--- src/rtl/fir_inverse_if.sv ---
// Stream bundle for the inverse FIR: one input sample channel, one recovered-sample channel.
// A beat moves on a rising edge where valid && ready; a sender holds valid and its payload steady until that edge.
interface fir_inverse_if #(
   parameter int W_Y = 14,
   parameter int W_X = 8
);
   logic           s_valid;
   logic           s_ready;
   logic [W_Y-1:0] s_data;
   logic           m_valid;
   logic           m_ready;
   logic [W_X-1:0] m_data;
   logic           ovf;

   modport slave (
      input  s_valid, s_data, m_ready,
      output s_ready, m_valid, m_data, ovf
   );

   modport master (
      output s_valid, s_data, m_ready,
      input  s_ready, m_valid, m_data, ovf
   );
endinterface

--- src/rtl/fir_inverse.sv ---
// Sequential inverse (deconvolution) of a monic FIR: x[n] = y[n] - sum K[k]*x[n-k],
// one feedback tap per cycle through a single multiply-accumulate.
module fir_inverse #(
   parameter int N   = 5,
   parameter int W_X = 8,
   parameter int W_K = 3,
   parameter logic signed [W_K-1:0] K [N+1] = '{3'sd1, 3'sd2, 3'sd3, 3'sb100, 3'sd1, 3'sb110}
) (
   input  logic         clk,
   input  logic         rstn,
   input  logic         clr,
   fir_inverse_if.slave bus,
   output logic [1:0]   state_dbg
);
   localparam int W_Y = W_X + W_K + $clog2(N);
   localparam int W_A = W_Y + W_K + $clog2(N) + 1;
   localparam int W_P = W_X + W_K;
   localparam int KW  = $clog2(N + 1);

   localparam logic [1:0] S_IDLE = 2'd0;
   localparam logic [1:0] S_MAC  = 2'd1;
   localparam logic [1:0] S_OUT  = 2'd2;

   localparam logic signed [W_A-1:0] X_MAX = W_A'((1 << (W_X - 1)) - 1);
   localparam logic signed [W_A-1:0] X_MIN = ~X_MAX;

   if (int'(K[0]) != 1) begin : g_k0_check
      $error("fir_inverse: K[0] must be 1");
   end
   if (N < 1) begin : g_n_check
      $error("fir_inverse: N must be at least 1");
   end

   logic [1:0]            state;
   logic [KW-1:0]         k;
   logic signed [W_X-1:0] hist [1:N];
   logic signed [W_A-1:0] acc;
   logic signed [W_P-1:0] prod;
   logic signed [W_X-1:0] sat_val;
   logic                  sat_ovf;
   logic                  m_valid_q;
   logic signed [W_X-1:0] m_data_q;
   logic                  ovf_q;

   always_comb begin
      prod = W_P'(K[k]) * W_P'(hist[k]);
   end

   // acc already holds the final sum while in OUT, so the clip is taken from it directly
   always_comb begin
      sat_val = acc[W_X-1:0];
      sat_ovf = 1'b0;
      if (acc > X_MAX) begin
         sat_val = X_MAX[W_X-1:0];
         sat_ovf = 1'b1;
      end else if (acc < X_MIN) begin
         sat_val = X_MIN[W_X-1:0];
         sat_ovf = 1'b1;
      end
   end

   always_ff @(posedge clk or negedge rstn) begin
      if (!rstn) begin
         state     <= S_IDLE;
         k         <= KW'(1);
         acc       <= '0;
         m_valid_q <= 1'b0;
         m_data_q  <= '0;
         ovf_q     <= 1'b0;
         for (int i = 1; i <= N; i++) hist[i] <= '0;
      end else if (clr) begin
         state     <= S_IDLE;
         k         <= KW'(1);
         acc       <= '0;
         m_valid_q <= 1'b0;
         ovf_q     <= 1'b0;
         for (int i = 1; i <= N; i++) hist[i] <= '0;
      end else begin
         case (state)
            S_IDLE: begin
               if (bus.s_valid) begin
                  acc   <= W_A'($signed(bus.s_data));
                  k     <= KW'(1);
                  state <= S_MAC;
               end
            end
            S_MAC: begin
               acc <= acc - W_A'(prod);
               if (k == KW'(N)) begin
                  state <= S_OUT;
               end else begin
                  k <= k + KW'(1);
               end
            end
            S_OUT: begin
               // first OUT cycle registers the clipped result; later cycles wait for the sink
               if (!m_valid_q) begin
                  m_valid_q <= 1'b1;
                  m_data_q  <= sat_val;
                  ovf_q     <= sat_ovf;
               end else if (bus.m_ready) begin
                  for (int i = N; i >= 2; i--) hist[i] <= hist[i-1];
                  hist[1]   <= m_data_q;
                  m_valid_q <= 1'b0;
                  state     <= S_IDLE;
               end
            end
            default: state <= S_IDLE;
         endcase
      end
   end

   assign bus.s_ready = (state == S_IDLE);
   assign bus.m_valid = m_valid_q;
   assign bus.m_data  = m_data_q;
   assign bus.ovf     = ovf_q;
   assign state_dbg   = state;
endmodule

--- src/flat_wrapper.sv ---
// flat-port wrapper written by rule: the top's interface ports become plain ports
module fir_inverse_flat 
#(
   parameter int N   = 5,
   parameter int W_X = 8,
   parameter int W_K = 3,
   parameter logic signed [W_K-1:0] K [N+1] = '{3'sd1, 3'sd2, 3'sd3, 3'sb100, 3'sd1, 3'sb110}
)
  (clk, rstn, clr, state_dbg, bus_s_valid, bus_s_data, bus_m_ready, bus_s_ready, bus_m_valid, bus_m_data, bus_ovf);
  fir_inverse_if #(.W_Y((W_X + W_K + $clog2(N))), .W_X(W_X)) bus_i ();
  input  logic clk;
  input  logic rstn;
  input  logic clr;
  output logic [1:0] state_dbg;
  input wire logic [$bits(bus_i.s_valid)-1:0] bus_s_valid;
  input wire logic [$bits(bus_i.s_data)-1:0] bus_s_data;
  input wire logic [$bits(bus_i.m_ready)-1:0] bus_m_ready;
  output wire logic [$bits(bus_i.s_ready)-1:0] bus_s_ready;
  output wire logic [$bits(bus_i.m_valid)-1:0] bus_m_valid;
  output wire logic [$bits(bus_i.m_data)-1:0] bus_m_data;
  output wire logic [$bits(bus_i.ovf)-1:0] bus_ovf;
  assign bus_i.s_valid = bus_s_valid;
  assign bus_i.s_data = bus_s_data;
  assign bus_i.m_ready = bus_m_ready;
  assign bus_s_ready = bus_i.s_ready;
  assign bus_m_valid = bus_i.m_valid;
  assign bus_m_data = bus_i.m_data;
  assign bus_ovf = bus_i.ovf;
  fir_inverse #(.N(N), .W_X(W_X), .W_K(W_K), .K(K)) u_core (.clk(clk), .rstn(rstn), .clr(clr), .bus(bus_i), .state_dbg(state_dbg));
endmodule
--- config.mk ---
export PLATFORM = sky130hd
export DESIGN_NAME = fir_inverse_flat
export DESIGN_NICKNAME = d
export VERILOG_FILES = /design/src/rtl/fir_inverse_if.sv /design/src/rtl/fir_inverse.sv /design/src/flat_wrapper.sv
export SDC_FILE = /design/constraint.sdc
export NUM_CORES = 1
export LEC_CHECK = 0
export ABC_AREA = 1
export CAP_MARGIN = 20
export CELL_PAD_IN_SITES_DETAIL_PLACEMENT = 1
export CELL_PAD_IN_SITES_GLOBAL_PLACEMENT = 1
export CORE_MARGIN = 2
export CORE_UTILIZATION = 35
export CTS_CLUSTER_SIZE = 8
export DETAILED_ROUTE_END_ITERATION = 7
export PLACE_DENSITY_LB_ADDON = 0.1
export SLEW_MARGIN = 0
export SYNTH_ARGS = -nofsm -noshare
export SYNTH_HDL_FRONTEND = slang
export SYNTH_SLANG_ARGS = --single-unit
--- constraint.sdc ---
create_clock -name clk -period 12.6 [get_ports clk]
set_input_delay 2.52 -clock clk [delete_from_list [all_inputs] [get_ports clk]]
set_output_delay 2.52 -clock clk [all_outputs]
set_load 0.05 [all_outputs]
==> results.sh <==
export IMPL_status="complete, no violations"
export IMPL_cts_hold_fix_buffers=0
export IMPL_rsz0062_at_grt="false"
export IMPL_critPathArrivalTime_ps=5280
export IMPL_fmax_mhz=198.1
export IMPL_num_vias=5384
export IMPL_irDropWorstVdd_v=0.0001728
export IMPL_pre_cts_ws_ps=7517
export IMPL_netlist_area_um2=6236
export IMPL_crit_family="adder cells"
export IMPL_core_um2=17360
export IMPL_avgSynthCellArea_um2=7.459
export IMPL_final_max_slew_viol_count=0
export IMPL_clock_path_buffers=2
export IMPL_critPathRequiredTime_ps=12840
export IMPL_fp_dieH_um=137.5
export IMPL_cts_resized_gates=0
export IMPL_dieWidth_um=137.5
export IMPL_hp_start="u_core.hist[28]$_DFFE_PN0P_"
export IMPL_holdPathStages=2
export IMPL_grt_pass1_wl_um=30460
export IMPL_crit_top_cell="nand2_1"
export IMPL_setup_viol=0
export IMPL_slew_headroom_pct=28.65
export IMPL_io_buffers=31
export IMPL_syn_inst=836
export IMPL_grt_overflow=0
export IMPL_synthArstFlopShare_pct=100.0
export IMPL_dpl_cell_count=1074
export IMPL_critPathLaunchType="register"
export IMPL_pwr_density_cell_nw_per_um2=302.4
export IMPL_gp_congestion=0.8927
export IMPL_drv_cap=0
export IMPL_synth_edff_count=0
export IMPL_synth_largest_area_cell="dfrtp_1"
export IMPL_synth_area_top_cells="dfrtp_1, nand2_1, inv_1, fa_1, ha_1"
export IMPL_nets=942
export IMPL_worst_pin_slew_ps=1066
export IMPL_final_cells=1091
export IMPL_fin_crit_sh_pct=40.07
export IMPL_cpPeakStageDelay_ps=970
export IMPL_critPathLaunch="u_core.k[0]$_DFFE_PN1P_"
export IMPL_dr_pass1_iters=4
export IMPL_viasPerCell=4.935
export IMPL_final_hold_viol_count=0
export IMPL_synth_cell_type_count=44
export IMPL_postRouteWirelength_um=18400
export IMPL_cp_buffers_inverters=4
export IMPL_worstPathCellList="ha_1 > o21ai_0 > inv_1 > nor2_1 > ha_1 > inv_1 > fa_1 > inv_1 > fa_1 > inv_1 > ha_1 > nand2_1 > nand2_1 > nor2_1 > o21ai_1 > nand2_1 > nand2_1 > nand2_1 > nand3_1 > nand2_1 > nand2_1"
export IMPL_yosysMostFrequentCell="nand2_1"
export IMPL_p_leak_nw=3.640
export IMPL_mappedNetlistNets=917
export IMPL_synth_top_area_share_pct=30.10
export IMPL_clk_pin_slew_ps=60
export IMPL_critPathCaptureType="register"
export IMPL_rr_endpoint="u_core.acc[14]$_DFFE_PN0P_"
export IMPL_min_to="u_core.hist[28]$_DFFE_PN0P_"
export IMPL_initial_core_util_pct=35.93
export IMPL_clkLatencyLatePin_ps=350
export IMPL_rr_startpoint="u_core.k[0]$_DFFE_PN1P_"
export IMPL_post_drt_wl_per_cell_um=16.87
export IMPL_drive_gt1_share_pct=8.199
export IMPL_finClkSkew_ps=8.324
export IMPL_io_pins=32
export IMPL_cts_sinks=76
export IMPL_dp_final_hpwl_um=14400
export IMPL_final_cell_area_um2=7024
export IMPL_synthFlopType="dfrtp_1"
export IMPL_tns_ps=0
export IMPL_multi_input_area_um2=3487
export IMPL_ys_top_cells_by_count="nand2_1, inv_1, dfrtp_1"
export IMPL_hold_ws_ps=504.7
export IMPL_ys_warn_count=0
export IMPL_drt_initial_drc_count=199
export IMPL_ys_ff_latch=76
export IMPL_grt_start_max_net_pins=77
export IMPL_hold_path_class="reg2reg"
export IMPL_ant_nets=0
export IMPL_n_fill_cell=2179
export IMPL_path_class="reg2reg"
export IMPL_cts_tree="done"
export IMPL_h_tree_depth=3
export IMPL_finish_utilization_pct=40.47
export IMPL_track_usage_pct=21.09
export IMPL_grt_pass1_vias=5860
export IMPL_root_buffer="clkbuf_16"
export IMPL_area_delta_synth_final_pct=12.64
export IMPL_power_mw=2.124
export IMPL_r2r_slack_ps=7550
export IMPL_critPathMaxFanout=37
export IMPL_std_cell_rows=48
export IMPL_fin_crit_ps=5048
export IMPL_placed_cell_area_um2=6678
export IMPL_numCtsBuffers=9
export IMPL_seq_area_um2=1903
export IMPL_die_area_um2=18900
export IMPL_final_setup_worst_slack_ps=7552
export IMPL_grt_antenna_before_repair=0
export IMPL_cp_slowest_cell="dfstp_2"
export IMPL_insertedDiodeCount=0
export IMPL_drc=0
export IMPL_reg2reg_depth=21
export IMPL_postCtsSetupBuffers=0
export IMPL_ys_seq_area_share_pct=30.52
==> worst reg2reg max path, cell delays in order (launching register included) <==
cell,delay [ps]
dfstp_2,970
ha_1,360
o21ai_0,470
inv_1,160
nor2_1,140
ha_1,130
inv_1,50
fa_1,530
inv_1,60
fa_1,510
inv_1,50
ha_1,350
nand2_1,90
nand2_1,60
nor2_1,350
o21ai_1,170
nand2_1,160
nand2_1,70
nand2_1,60
nand3_1,80
nand2_1,80
nand2_1,50
==> registers in the layout, summed over array words and instances (netlist names) <==
signal	cells
u_core.hist	40
u_core.bus.m_valid	1
u_core.k	3
u_core.state_dbg	2
u_core.bus.m_data	8
u_core.bus.ovf	1
u_core.acc	21
==> per-layer routing <==
layer	part of all wire, %	track usage [%]	routed length, µm	vias to the layer above
met5	0	0	0	-
met4	2.3	7.675	432	0
met3	1.8	1.398	323	22
met2	50	36.71	9184	60
met1	46	27.54	8464	2640
li1	-	-	-	2662
==> how the worst max path moves through the flow <==
stage	endpoint	cells past startpoint
after global routing	u_core.acc[14]$_DFFE_PN0P_	21
final	u_core.acc[14]$_DFFE_PN0P_	21
after CTS	u_core.acc[14]$_DFFE_PN0P_	21
after floorplan	u_core.acc[9]$_DFFE_PN0P_	23
after detailed placement	u_core.k[1]$_DFFE_PN0P_	10
after global placement	u_core.k[1]$_DFFE_PN0P_	10
==> power breakdown <==
group	switching, mW	leakage (nW)	internal [mW]
combinational	0.989	2.48	0.500
clock	0.111	0.153	0.179
sequential	0.0599	1.01	0.285
total	1.16	3.64	0.964
==> final cells by class <==
type | instances | area share (%)
Sequential cell | 76 | 27.09
Inverter | 184 | 9.939
Clock buffer | 12 | 3.509
Multi-Input combinational cell | 558 | 49.64
Timing Repair Buffer | 32 | 4.774
Tap cell | 225 | 4.008
Clock inverter | 4 | 1.033
==> layout by cell type (no fill, tap or decap), drive strengths merged <==
cell type / Yosys / layout
o22ai: 19 / 19
ha: 36 / 36
clkbuf: 1 / 12
nor2: 68 / 68
xnor2: 4 / 4
nor3: 9 / 9
a21oi: 45 / 45
nand2: 212 / 212
and2: 4 / 4
a21boi: 1 / 1
bufinv: 0 / 2
nand3: 48 / 48
dfstp: 1 / 1
dfrtp: 75 / 75
a32o: 4 / 4
inv: 184 / 184
xor2: 7 / 7
o211ai: 4 / 4
o21bai: 1 / 1
o21ai: 44 / 44
nor4: 3 / 3
clkdlybuf4s50: 0 / 30
buf: 17 / 2
nand3b: 2 / 2
fa: 26 / 26
clkinv: 0 / 1
clkinvlp: 0 / 1
a22oi: 14 / 14
or2: 4 / 4
nand4: 3 / 3
==> cell families after synthesis <==
family          count (synthesis)  synth area share, %
simple gates                  353                24.58
xor+xnor                       11                1.665
compound gates                132                14.11
fa+ha+maj                      62                15.57
buf+inv                       202                13.56
flops                          76                30.52
Power figures use the tool's default switching activity.
